## src/rtl/spi_pkg.sv

```systemverilog
`default_nettype none
// ============================================================================
// Module      : spi_pkg
// Description : Shared definitions for the SPI register decoder: decoder
//               state encoding, command opcodes and the byte width.
// Revision    : 1.0 - initial release
// ============================================================================
package spi_pkg;

    localparam int BYTE_W = 8;

    // Command opcodes carried in bits [7:4] of the first byte of a frame
    localparam logic [3:0] OP_NOP   = 4'h0;
    localparam logic [3:0] OP_WRITE = 4'h1;
    localparam logic [3:0] OP_CLEAR = 4'h2;

    typedef enum logic [2:0] {
        IDLE  = 3'd0,
        CMD   = 3'd1,
        DATA  = 3'd2,
        DONE  = 3'd3,
        DRAIN = 3'd4
    } state_t;

endpackage
`default_nettype wire

```

## src/rtl/spi_reg_bank.sv

```systemverilog
`default_nettype none
// ============================================================================
// Module      : spi_reg_bank
// Description : NUM_REGS x 8-bit control register bank with a single write
//               port and a synchronous clear-all.
// Ports       : clk, rst      - clock, synchronous active-high reset
//               i_clr         - zero every register on the next edge
//               i_we          - write enable for i_addr / i_data
//               i_addr        - register index (caller keeps it < NUM_REGS)
//               i_data        - write data
//               o_reg_q       - flattened bank, register n at [8n+7:8n]
// Revision    : 1.0 - initial release
// ============================================================================
module spi_reg_bank
    import spi_pkg::*;
#(
    parameter int NUM_REGS = 4
) (
    input  logic                       clk,
    input  logic                       rst,
    input  logic                       i_clr,
    input  logic                       i_we,
    input  logic [3:0]                 i_addr,
    input  logic [BYTE_W-1:0]          i_data,
    output logic [BYTE_W*NUM_REGS-1:0] o_reg_q
);

    generate
        for (genvar n = 0; n < NUM_REGS; n++) begin : g_reg
            logic [BYTE_W-1:0] r_q;

            always_ff @(posedge clk) begin
                if (rst || i_clr) begin
                    r_q <= '0;
                end else if (i_we && (i_addr == 4'(n))) begin
                    r_q <= i_data;
                end
            end

            assign o_reg_q[BYTE_W*n +: BYTE_W] = r_q;
        end
    endgenerate

endmodule
`default_nettype wire

```

## src/rtl/spi_reg_decoder.sv

```systemverilog
`default_nettype none
// ============================================================================
// Module      : spi_reg_decoder
// Description : Byte-level command decoder behind the SPI slave receiver.
//               Parses framed WRITE / CLEAR / NOP commands and updates a
//               bank of 8-bit control registers. Receive-only.
// Ports       : sys_clk, sys_rst - clock, synchronous active-high reset
//               rx_data/rx_valid - received byte and its one-cycle strobe
//               rx_cs            - chip select, active-low frame envelope
//               reg_q            - register bank, register n at [8n+7:8n]
//               wr_stb/wr_addr   - one pulse per register write + its index
//               frame_err        - one-cycle pulse on a protocol error
//               err_cnt          - saturating error count (optional)
// Config      : define SPI_REG_ERRCNT_EN to add the err_cnt port and counter.
// Revision    : 1.0 - initial release
// ============================================================================
module spi_reg_decoder
    import spi_pkg::*;
#(
    parameter int NUM_REGS = 4
) (
    input  logic                       sys_clk,
    input  logic                       sys_rst,
    input  logic [BYTE_W-1:0]          rx_data,
    input  logic                       rx_valid,
    input  logic                       rx_cs,
    output logic [BYTE_W*NUM_REGS-1:0] reg_q,
    output logic                       wr_stb,
    output logic [3:0]                 wr_addr,
`ifdef SPI_REG_ERRCNT_EN
    output logic [7:0]                 err_cnt,
`endif
    output logic                       frame_err
);

    localparam logic [4:0] C_NUM_REGS = 5'(NUM_REGS);

    state_t      r_state;
    logic [4:0]  r_addr;      // 5 bits so 15+1 is seen as out of range
    logic        r_nop;       // DONE was entered through a NOP
    logic        r_cs_armed;  // rx_cs has been seen high since reset
    logic        r_wr_stb;
    logic [3:0]  r_wr_addr;
    logic        r_frame_err;

    state_t      w_state_n;
    logic [4:0]  w_addr_n;
    logic        w_nop_n;
    logic        w_err;
    logic        w_we;
    logic        w_clr;
    logic [3:0]  w_opcode;
    logic [4:0]  w_cmd_addr;

    assign w_opcode   = rx_data[7:4];
    assign w_cmd_addr = {1'b0, rx_data[3:0]};

    // Byte decode. Writes and clears are presented to the bank in the
    // rx_valid cycle so the bank and the strobe registers update together.
    always_comb begin
        w_state_n = r_state;
        w_addr_n  = r_addr;
        w_nop_n   = r_nop;
        w_err     = 1'b0;
        w_we      = 1'b0;
        w_clr     = 1'b0;

        case (r_state)
            IDLE: begin
                // Only a true falling edge opens a frame; a frame already in
                // progress when reset releases is ignored until rx_cs rises.
                if (r_cs_armed && !rx_cs) begin
                    w_state_n = CMD;
                end
            end
            CMD: begin
                if (rx_valid) begin
                    if (w_opcode != OP_NOP && w_opcode != OP_WRITE &&
                        w_opcode != OP_CLEAR) begin
                        w_err     = 1'b1;
                        w_state_n = DRAIN;
                    end else if (w_cmd_addr >= C_NUM_REGS) begin
                        w_err     = 1'b1;
                        w_state_n = DRAIN;
                    end else if (w_opcode == OP_WRITE) begin
                        w_addr_n  = w_cmd_addr;
                        w_state_n = DATA;
                    end else if (w_opcode == OP_CLEAR) begin
                        w_clr     = 1'b1;
                        w_nop_n   = 1'b0;
                        w_state_n = DONE;
                    end else begin
                        w_nop_n   = 1'b1;
                        w_state_n = DONE;
                    end
                end
            end
            DATA: begin
                if (rx_valid) begin
                    if (r_addr >= C_NUM_REGS) begin
                        w_err     = 1'b1;
                        w_state_n = DRAIN;
                    end else begin
                        w_we     = 1'b1;
                        w_addr_n = r_addr + 5'd1;
                    end
                end
            end
            DONE: begin
                if (rx_valid && !r_nop) begin
                    w_err     = 1'b1;
                    w_state_n = DRAIN;
                end
            end
            DRAIN: begin
                w_state_n = DRAIN;
            end
            default: begin
                w_state_n = IDLE;
            end
        endcase

        // Deselect always ends the frame; a byte in the same cycle has
        // already been handled above.
        if (rx_cs) begin
            w_state_n = IDLE;
        end
    end

    always_ff @(posedge sys_clk) begin
        if (sys_rst) begin
            r_state     <= IDLE;
            r_addr      <= '0;
            r_nop       <= 1'b0;
            r_cs_armed  <= 1'b0;
            r_wr_stb    <= 1'b0;
            r_wr_addr   <= '0;
            r_frame_err <= 1'b0;
        end else begin
            r_state     <= w_state_n;
            r_addr      <= w_addr_n;
            r_nop       <= w_nop_n;
            r_cs_armed  <= rx_cs;
            r_wr_stb    <= w_we;
            r_frame_err <= w_err;
            if (w_we) begin
                r_wr_addr <= r_addr[3:0];
            end
        end
    end

    spi_reg_bank #(
        .NUM_REGS (NUM_REGS)
    ) u_bank (
        .clk     (sys_clk),
        .rst     (sys_rst),
        .i_clr   (w_clr),
        .i_we    (w_we),
        .i_addr  (r_addr[3:0]),
        .i_data  (rx_data),
        .o_reg_q (reg_q)
    );

    assign wr_stb    = r_wr_stb;
    assign wr_addr   = r_wr_addr;
    assign frame_err = r_frame_err;

`ifdef SPI_REG_ERRCNT_EN
    logic [7:0] r_err_cnt;

    // Counts in step with frame_err; CLEAR does not touch it.
    always_ff @(posedge sys_clk) begin
        if (sys_rst) begin
            r_err_cnt <= '0;
        end else if (w_err && (r_err_cnt != 8'hFF)) begin
            r_err_cnt <= r_err_cnt + 8'd1;
        end
    end

    assign err_cnt = r_err_cnt;
`endif

endmodule
`default_nettype wire

```

## config.mk

```make
export PLATFORM = sky130hd
export DESIGN_NAME = spi_reg_decoder
export DESIGN_NICKNAME = d
export VERILOG_FILES = /design/src/rtl/spi_pkg.sv /design/src/rtl/spi_reg_bank.sv /design/src/rtl/spi_reg_decoder.sv
export SDC_FILE = /design/constraint.sdc
export NUM_CORES = 1
export LEC_CHECK = 0
export BUFFER_PORTS_ARGS = -buffer_cell sky130_fd_sc_hd__clkbuf_2
export CORE_MARGIN = 8
export CORE_UTILIZATION = 42
export CTS_CLUSTER_SIZE = 24
export DETAILED_ROUTE_END_ITERATION = 10
export PLACE_DENSITY = 0.69
export SYNTH_ARGS = -nofsm -noshare
export SYNTH_HDL_FRONTEND = slang
export SYNTH_SLANG_ARGS = --single-unit
```

## constraint.sdc

```tcl
create_clock -name sys_clk -period 1.84 [get_ports sys_clk]
set_input_delay 0.368 -clock sys_clk [delete_from_list [all_inputs] [get_ports sys_clk]]
set_output_delay 0.368 -clock sys_clk [all_outputs]
set_load 0.05 [all_outputs]
```

=== Word level (Yosys, flattened, before mapping) ===
Cells that the tools add are included.

* Register bits after elaboration: 48
* Input bits: 12
* Word-level logic and storage cells: 89
* Output and inout port bits: 38

* $add $sub $neg: 1
* Muxes and demuxes: 33
* Bitwise logic cells: 3
* Reduce and logical (&&, ||, !) cells: 19
* Equality and inequality tests: 20
* $lt $le $gt $ge: 2

{| class="wikitable"
|+ Operators by type and width
! kind !! count
|-
| 5-bit 2-to-1 mux || 6
|-
| 3-bit 2-to-1 mux || 7
|-
| 2-bit != test (second input constant) || 9
|-
| 1-bit 2-to-1 mux || 17
|-
| 3-bit case mux with 5 select lines || 1
|-
| 4-bit by 2-bit == test with 1-bit output (second input constant) || 3
|-
| 5-bit case mux with 2 select lines || 1
|-
| 5-bit AND reduction || 2
|-
| 4-bit by 1-bit == test with 1-bit output (second input constant) || 2
|-
| 1-bit logical AND || 8
|-
| 7-bit AND reduction || 1
|-
| 3-bit by 2-bit == test with 1-bit output (second input constant) || 2
|-
| 5-bit by 1-bit adder with 5-bit output (second input constant) || 1
|-
| 5-bit by 3-bit greater-or-equal comparator with 1-bit output (second input constant) || 1
|-
| 4-bit by 3-bit greater-or-equal comparator with 1-bit output (second input constant) || 1
|-
| 4-bit logical NOT || 1
|-
| 4-bit by 1-bit != test with 1-bit output (second input constant) || 1
|-
| 4-bit by 2-bit != test with 1-bit output (second input constant) || 1
|-
| 4-bit nonzero test || 1
|-
| 3-bit by 1-bit == test with 1-bit output (second input constant) || 1
|-
| 3-bit == test (second input constant) || 1
|-
| 3-bit logical NOT || 1
|-
| 1-bit inverter || 3
|-
| 1-bit case mux with 3 select lines || 1
|-
| other kinds (4) || 5
|}

=== Depth between registers and ports, before layout ===
Gate-level depths: netlist (run 1).

* Word-level depth: 8
* Gate-level depth with buffers: 7
* Mapped depth without buffers: 6

=== Modules after synthesis ===
From an unflattened synthesis (run 1), not the netlist that was laid out.

* Cell total of the unflattened synthesis: 202
* Area total of the unflattened synthesis: 1996.9 µm²

{| class="wikitable"
|+ By module, submodules not included
! module !! area an instance (µm²) !! instances !! cells each
|-
| spi_reg_bank || 1213.7 || 1 || 117
|-
| spi_reg_decoder || 783.3 || 1 || 85
|}

=== Least setup slack after synthesis (run 1) ===
No wires, ideal clock.

* Path type: reg2reg
* Start: register r_addr[2]
* End: register u_bank.g_reg[1].r_q[0]
* Period minus slack after synthesis: 1.764 ns
* Arrival time: 1.643 ns
* Setup time: 0.121 ns
* Setup slack: 0.076 ns
* Stages on the path, launching flop included: 6
* Data required time: 1.719 ns
* Cell sequence: dfxtp_1 > or4_4 > buf_6 > nor3_4 > mux2i_1 > nor2_2

* Cells in the longest elaborated chain, start to end: 5

{| class="wikitable"
|+ RTL lines
! item !! line !! RTL
|-
| start: declaration || spi_reg_decoder.sv:39 || <nowiki>logic [4:0] r_addr;</nowiki>
|-
| start signal: assignment || spi_reg_decoder.sv:141 || <nowiki>r_addr <= w_addr_n;</nowiki>
|-
| 5-bit by 3-bit greater-or-equal comparator with 1-bit output || spi_reg_decoder.sv:100 || <nowiki>if (r_addr >= C_NUM_REGS) begin</nowiki>
|-
| 1-bit 2-to-1 mux || spi_reg_decoder.sv:100 ||
|-
| 1-bit 2-to-1 mux || spi_reg_decoder.sv:99 || <nowiki>if (rx_valid) begin</nowiki>
|-
| 1-bit 2-to-1 mux || spi_reg_decoder.sv:68 || <nowiki>case (r_state)</nowiki>
|-
| 1-bit logical AND (*) || spi_reg_bank.sv:35 || <nowiki>end else if (i_we && (i_addr == 4'(n))) begin</nowiki>
|-
| end signal: assignment || spi_reg_bank.sv:36 || <nowiki>r_q <= i_data;</nowiki>
|-
| end: declaration || spi_reg_bank.sv:30 || <nowiki>logic [BYTE_W-1:0] r_q;</nowiki>
|}

Every way passes the cells marked *; elsewhere a longest branch is shown, timed or not.
A chain may end at the register's enable or synchronous reset.

=== Final worst setup path (run 1) ===
* Start: register r_state[0]
* End: register r_addr[1]

* Cells in the longest elaborated chain, start to end: 3

{| class="wikitable"
|+ RTL lines
! item !! line !! RTL
|-
| start: declaration || spi_reg_decoder.sv:38 || <nowiki>state_t r_state;</nowiki>
|-
| start signal: assignment || spi_reg_decoder.sv:140 || <nowiki>r_state <= w_state_n;</nowiki>
|-
| 3-bit by 2-bit == test with 1-bit output / 3-bit by 1-bit == test with 1-bit output (equally long branches) || spi_reg_decoder.sv:68 ||
|-
| 2-bit != test (no line) / 2-bit nonzero test (equally long branches) || n/a ||
|-
| 7-bit AND reduction (no line) || n/a ||
|}

Several ways; a longest one is shown, not always the timed one.

==> metrics.md, run 1 <==
| Metric | Value |
|---|---|
| Status | finished, final reports clean |
| Core Area | 0.004723 sq mm |
| CTS buffer count | 5 |
| Largest net degree at the start of global routing | 34 |
| Global-route usage over all layers | 0.1365 |
| Row cnt | 25 |
| CP Launch Type | flop |
| Grt total ovfl | 0 |
| Critical Path RT | 2050 ps |
| Final Hold Viols | 0 |
| Arrival @ worst endpoint | 1910 ps |
| Vias in the first global route | 1,719 |
| Hold path depth | 2 |
| Normalized max-slew margin | 0.6280 |
| Die H | 85.94 microns |
| Via density | 5.015 |
| Nets@finish | 285 |
| Htree depth | 2 |
| Clk_lat worst skew | 300 ps |
| Max-slew violations | 0 |
| Static Leak | 0.0009917 uW |
| Layout cells sized above 1 | 0.3926 |
| # hold bufs at CTS | 0 |
| Worst Hold Endpoint | r_cs_armed |
| Fin crit share | 0.9244 |
| Critical Path End Type | flop |
| CP Class | flop to flop |
| Distinct cells, synth | 37 |
| Hold path start | rx_cs |
| Routed wire per std cell | 14.31 microns |
| TritonCTS Sinks | 48 |
| Clock Tree Root | clkbuf_8 |
| Synth area leaders | dfxtp_1 47%, mux2i_1 13%, nor2_2 7.3% |
| Vias | 1,690 |
| Leading area contributor after synthesis | dfxtp_1 |
| DP HPWL | 3566 microns |
| Maximum VDD drop | 0.4934 mV |
| Clock power share | 0.366 |
| Switching Fraction | 0.2298 |
| Full die area | 0.007386 sq mm |
| DR iter-0 viols | 118 |
| # IOs | 50 |
| Crit path max fanout | 10 |
| Final Critical Period | 1701 ps |
| CTS tree | built |
| Post-Syn Instances | 209 |
| Synthesized area | 0.002054 sq mm |
| RSZ-0062 raised after global routing | no |
| Final worst slack | 139.0 ps |
| Max cap viols | 0 |
| R2R setup slack | 140 ps |
| Seq cells post-synth | 48 |
| First-pass GRT wire length | 8204 microns |
| Top cell type's share of synthesized area | 0.4677 |
| Top FF cell, synth | dfxtp_1 |
| DRC | 0 |
| Synth async-reset ratio | 0 |
| Die Wd | 85.94 microns |
| Synth top cells by count | 48 x dfxtp_1, 27 x mux2i_1, 24 x nor2_2, 16 x nand2_1, 12 x nand3_1 |
| Pint | 1379 uW |
| Tightest Pin Transition | 544.0 ps |
| Global placer's final weighted congestion | 0.8064 |
| Setup tns final | 0 ps |
| Pre-antenna DRT Iters | 4 |
| Worst r2r src | r_state[0] |
| Highest Clock Rate | 0.5879 GHz |
| Final Skew | 6.702 ps |
| Synthesis warning total | 0 |
| RR Endpoint | r_addr[1] |
| # fillers | 421 |
| Final setup violation count | 0 |
| Comb power frac | 0.052 |
| Starting Density | 0.4350 |
| Synthesis-to-layout area growth | 26.13% |
| Total inserted antenna cells | 0 |
| Top-count cell post-synth | dfxtp_1 |
| Routed Antenna Nets | 0 |
| Number of flops mapped to enable cells by yosys | 0 |
| Post-synthesis sequential area ratio | 0.4677 |
| Part of the power in registers | 0.582 |
| Number of antenna violations at the first check in global routing | 0 |
| Port bufs | 49 |
| Post-Syn Area per Cell | 9.830 sq um |
| NetSw | 411.5 uW |
| Min-delay worst type | input pin to flop |
| Worst-case reg-to-reg path depth | 6 |
| Clock transition at path regs | 90 ps |
| Maximum root-to-sink buffer count | 2 |
| Power Density | 691.0 mW/mm^2 |
| Post-place setup slack | 156.1 ps |
| Syn_nets | 225 |
| WL final | 4821 microns |
flip-flops by register name, summed over array words and instances, names as in the netlist:
signal	flops
u_bank.g.r_q	32
r_addr	5
wr_addr	4
r_state	3
frame_err	1
r_cs_armed	1
r_nop	1
wr_stb	1
power groups by stage:
| stage | sequential, uW | clock (uW) | combinational (uW) |
|---|---|---|---|
| floorplan | 1070 | 0 | 45.6 |
| global placement | 1070 | 0 | 94.4 |
| detailed placement | 1070 | 0 | 93.8 |
| CTS | 1040 | 677 | 94.0 |
| global route | 1040 | 717 | 102 |
| finish | 1040 | 656 | 93.4 |
final cells by class:
type / count / area, sq um / share of cell area
Multi-Input combinational cell: 143 / 1015 / 0.3916
Clock buffer: 7 / 86.33 / 0.03332
Timing Repair Buffer: 65 / 415.4 / 0.1603
Inverter: 6 / 22.52 / 0.008691
Sequential cell: 48 / 960.9 / 0.3708
Clock inverter: 1 / 7.507 / 0.002897
Tap cell: 67 / 83.83 / 0.03235
cells by family (layout without fill, tap and decap cells):
family	after synthesis	in the layout	share of synthesized area
fa+ha+maj	4	4	0.02436
mux	27	27	0.1315
compound gates	24	24	0.07917
buf+inv	18	79	0.04080
flops	48	48	0.4677
simple gates	88	88	0.2564
routing by layer:
layer / global-route usage / routed length, microns / vias up
met1: 0.1655 / 2285 / 795
li1: - / - / 845
met5: 0 / 0 / -
met4: 0.04459 / 78 / 0
met2: 0.2260 / 2265 / 43
met3: 0.03725 / 192 / 7
per-stage QoR:
step                cell area [sq um]  hold WS (ps)  cells  total power (uW)    util
global placement                 2492         440.8    329              1160  0.5277
floorplan                        2054         436.7    209              1111       -
finish                           2591         316.4    337              1790  0.5486
global route                     2591         328.7    337              1861  0.5486
CTS                              2586         312.5    337              1812  0.5476
detailed placement               2492         446.0    329              1160  0.5277
cell usage in the layout (no fill, tap or decap), types with 5 or more instances in the layout:
cell	n
nor2_2	24
nor2_1	8
mux2i_1	27
nand3_1	12
dfxtp_1	48
nor3b_1	5
nand2_1	16
clkbuf_8	6
buf_4	12
clkbuf_2	49
inv_1	6
a21oi_1	10
worst max path at each step:
| stage | from | end | depth (start not counted) |
|---|---|---|---|
| 2_1_floorplan | r_addr[2] | u_bank.g_reg[1].r_q[0] | 5 |
| 3_3_place_gp | rx_data[6] | r_addr[2] | 6 |
| 3_5_place_dp | r_addr[2] | u_bank.g_reg[0].r_q[0] | 5 |
| 4_1_cts | r_addr[2] | u_bank.g_reg[0].r_q[0] | 5 |
| 5_1_grt | r_state[0] | r_addr[1] | 6 |
| 6_report | r_state[0] | r_addr[1] | 6 |
what timing repair did:
item                                   4_1_cts  5_1_grt
endpoints found under the hold margin        0        0
setup buffers                                0        0
setup endpoints to repair                    0        1
gates resized for setup                      0        1
critical path: stages, from the launching register on:
cell and delay, ps:
dfxtp_1 460, nor4_1 90, buf_4 150, and3_1 210, buf_4 180, or2_2 310, a211oi_1 220
Note: power is estimated with default switching activity, not from simulation.
==> run 2: changes to the inputs <==
- PLACE_DENSITY: 0.69 -> 0.66
- SETUP_SLACK_MARGIN: not set -> 0.4
- clock period: 1.84 -> 1.98 ns (I/O delays scaled with it)
==> run 2 against run 1 <==
Net effect:
- setup slack improved by 200 ps
- largest power group unchanged
- critical path depth is 1 lower
- fmax is 3.5% higher
- die area unchanged
- global-route usage rose by 0.24 points
- sequential power decreased by 7%
- hold slack better by 40 ps
- flip-flop and latch count unchanged
- cell count is 1.8% lower
- sequential share of layout area increased by 0.20 points
- highest routed layer unchanged
==> metrics.md, run 2 (same netlist as run 1, synthesis figures left out) <==
| Metric | Value |
|---|---|
| Status | finished, final reports clean |
| CP Launch Point | r_addr[2] |
| Critical Path End Type | flop |
| Critical Path RT | 2180 ps (+130 ps) |
| Arrival @ worst endpoint | 1840 ps (-70 ps) |
| Commonest non-fill, non-tap cell in the layout | clkbuf_2 |
| Final setup violation count | 0 (unchanged) |
| DP HPWL | 3533 microns (-0.92%) |
| Nets@finish | 279 (-2.1%) |
| Final worst slack | 336.4 ps (+197.4 ps) |
| Final Hold Viols | 0 (unchanged) |
| Global-route usage over all layers | 0.1389 (+0.002446) |
| Largest net degree at the start of global routing | 34 (unchanged) |
| Met3 wire length | 308 microns (+60%) |
| Global placer's final weighted congestion | 0.8281 (+2.7%) |
| Cell area after placement | 0.002416 sq mm (-3.1%) |
| # Post-CTS Setup Buffers | 0 (unchanged) |
| Critical path, cell by cell | or4_4 > nor3_4 > buf_6 > mux2i_2 > nor2_2 |
| Die H | 85.94 microns (unchanged) |
| Setup tns final | 0 ps (unchanged) |
| Top reg by flops | u_bank.g.r_q |
| RSZ-0062 raised after global routing | yes |
| Row cnt | 25 (unchanged) |
| Maximum VDD drop | 0.4186 mV (-15%) |
| Synthesis-to-layout area growth | 25.76% |
| Tightest Pin Transition | 472.7 ps (-71.25 ps) |
| CP Launch Type | flop |
| Critical path's top delay family | simple AND/OR/NAND/NOR gates |
| Met2 wire length | 2394 microns (+5.7%) |
| Pre-antenna DRT Iters | 4 (unchanged) |
| First-pass GRT wire length | 8176 microns (-0.34%) |
| Static Leak | 0.0009805 uW (-1.1%) |
| Highest Clock Rate | 0.6084 GHz (+3.5%) |
| CTS tree | built |
| CP Class | flop to flop |
| Slowest cell delay on critical path | 600 ps (+140 ps) |
| Worst path buffer plus inverter count | 1 (-1) |
| DRC | 0 (unchanged) |
| Port bufs | 49 (unchanged) |
| Power Density | 647.3 mW/mm^2 (-6.3%) |
| Max-slew violations | 0 (unchanged) |
| Routed wire per std cell | 14.85 microns (+3.8%) |
| Slowest cell on crit path | or4_4 |
| Fin crit share | 0.8301 (-0.09434) |
| Htree depth | 2 (unchanged) |
| Highest routing layer actually used | met4 |
| Clock Tree Root | clkbuf_8 |
| Vias in the first global route | 1,707 (-0.70%) |
| Grt total ovfl | 0 (unchanged) |
| Routed Antenna Nets | 0 (unchanged) |
| Max reg flops | 32 (unchanged) |
| Final Critical Period | 1644 ps (-57.37 ps) |
| Total inserted antenna cells | 0 (unchanged) |
| Vias | 1,667 (-1.4%) |
| Met1 wire length | 2119 microns (-7.3%) |
| Min-delay worst type | input pin to flop |
| Maximum root-to-sink buffer count | 2 (unchanged) |
| Max cap viols | 0 (unchanged) |
| Full die area | 0.007386 sq mm (unchanged) |
| Most frequent cells in the layout | 49 x clkbuf_2, 46 x dfxtp_1, 25 x mux2i_1, 24 x nor2_2, 16 x nand2_1 |
| TritonCTS Sinks | 48 (unchanged) |
| Clk_lat worst skew | 300 ps (about the same) |
| Layout cells sized above 1 | 0.4129 (+0.02029) |
| CTS buffer count | 5 (unchanged) |
| Final Skew | 4.586 ps (-2.117 ps) |
| Crit path max fanout | 8 (-2) |
| Hold path start | rx_cs |
| Die Wd | 85.94 microns (unchanged) |
| Starting Density | 0.4350 (unchanged) |
| Post-place setup slack | 165.4 ps (+9.295 ps) |
| Clock transition at path regs | 90 ps (about the same) |
| DR iter-0 viols | 63 (-47%) |
| # IOs | 50 (unchanged) |
| Worst r2r src | r_addr[2] |
| Core Area | 0.004723 sq mm (unchanged) |
| Final Cell Area | 0.002584 sq mm (-0.29%) |
| Normalized max-slew margin | 0.6840 (+0.05608) |
| Number of antenna violations at the first check in global routing | 0 (unchanged) |
| WL final | 4917 microns (+2.0%) |
| Via density | 5.036 (+0.43%) |
==> run 2: cell count changes in the layout (fill, tap and decap cells not counted), moves of 2 or more <==
cell,previous run,this run
buf_12,4,1
buf_4,12,4
buf_6,0,4
dfxtp_1,48,46
dfxtp_2,0,2
mux2i_1,27,25
mux2i_2,0,2
==> run 2: final timing paths <==
path,end,slack [ps],cells past startpoint
worst max-delay path,u_bank.g_reg[1].r_q[1],340,5
worst max register to register,u_bank.g_reg[1].r_q[1],340,5
worst min register to register,u_bank.g_reg[2].r_q[4],450,2
worst min-delay path,r_cs_armed,360,2
==> run 2: metrics by stage <==
step                      power [uW]    util  cells  hold WS [ps]
final                           1672  0.5470    331         356.6
after global routing            1741  0.5470    331         368.7
after CTS                       1687  0.5359    330         356.2
after detailed placement        1076  0.5115    322         442.4
after global placement          1076  0.5115    322         438.3
after floorplan                 1033       -    209         436.7
==> run 2: cell type report <==
type | instances | area, sq um
Fill cell | 440 | 2140
Multi-Input combinational cell | 143 | 1052
Sequential cell | 48 | 963.4
Timing Repair Buffer | 59 | 365.4
Tap cell | 67 | 83.83
Clock buffer | 6 | 82.58
Inverter | 6 | 22.52
Clock inverter | 2 | 13.76
==> run 2: metal layers <==
metal  vias up  track usage
met1       786       0.1584
met4         0      0.06051
li1        834            -
met3         9      0.05826
met2        38       0.2211
met5         -            0
==> run 2: timing repair <==
action,4_1_cts,5_1_grt
gates resized for setup,6,10
hold buffers,0,0
gates cloned,0,1
setup endpoints to repair,35,42
pin swaps,5,4
==> run 2: report_power, final <==
part	internal, uW	leakage [uW]	switching, uW
clock network	286	0.0000516	326
registers	966	0.000388	0.992
logic	33.2	0.000541	59.9
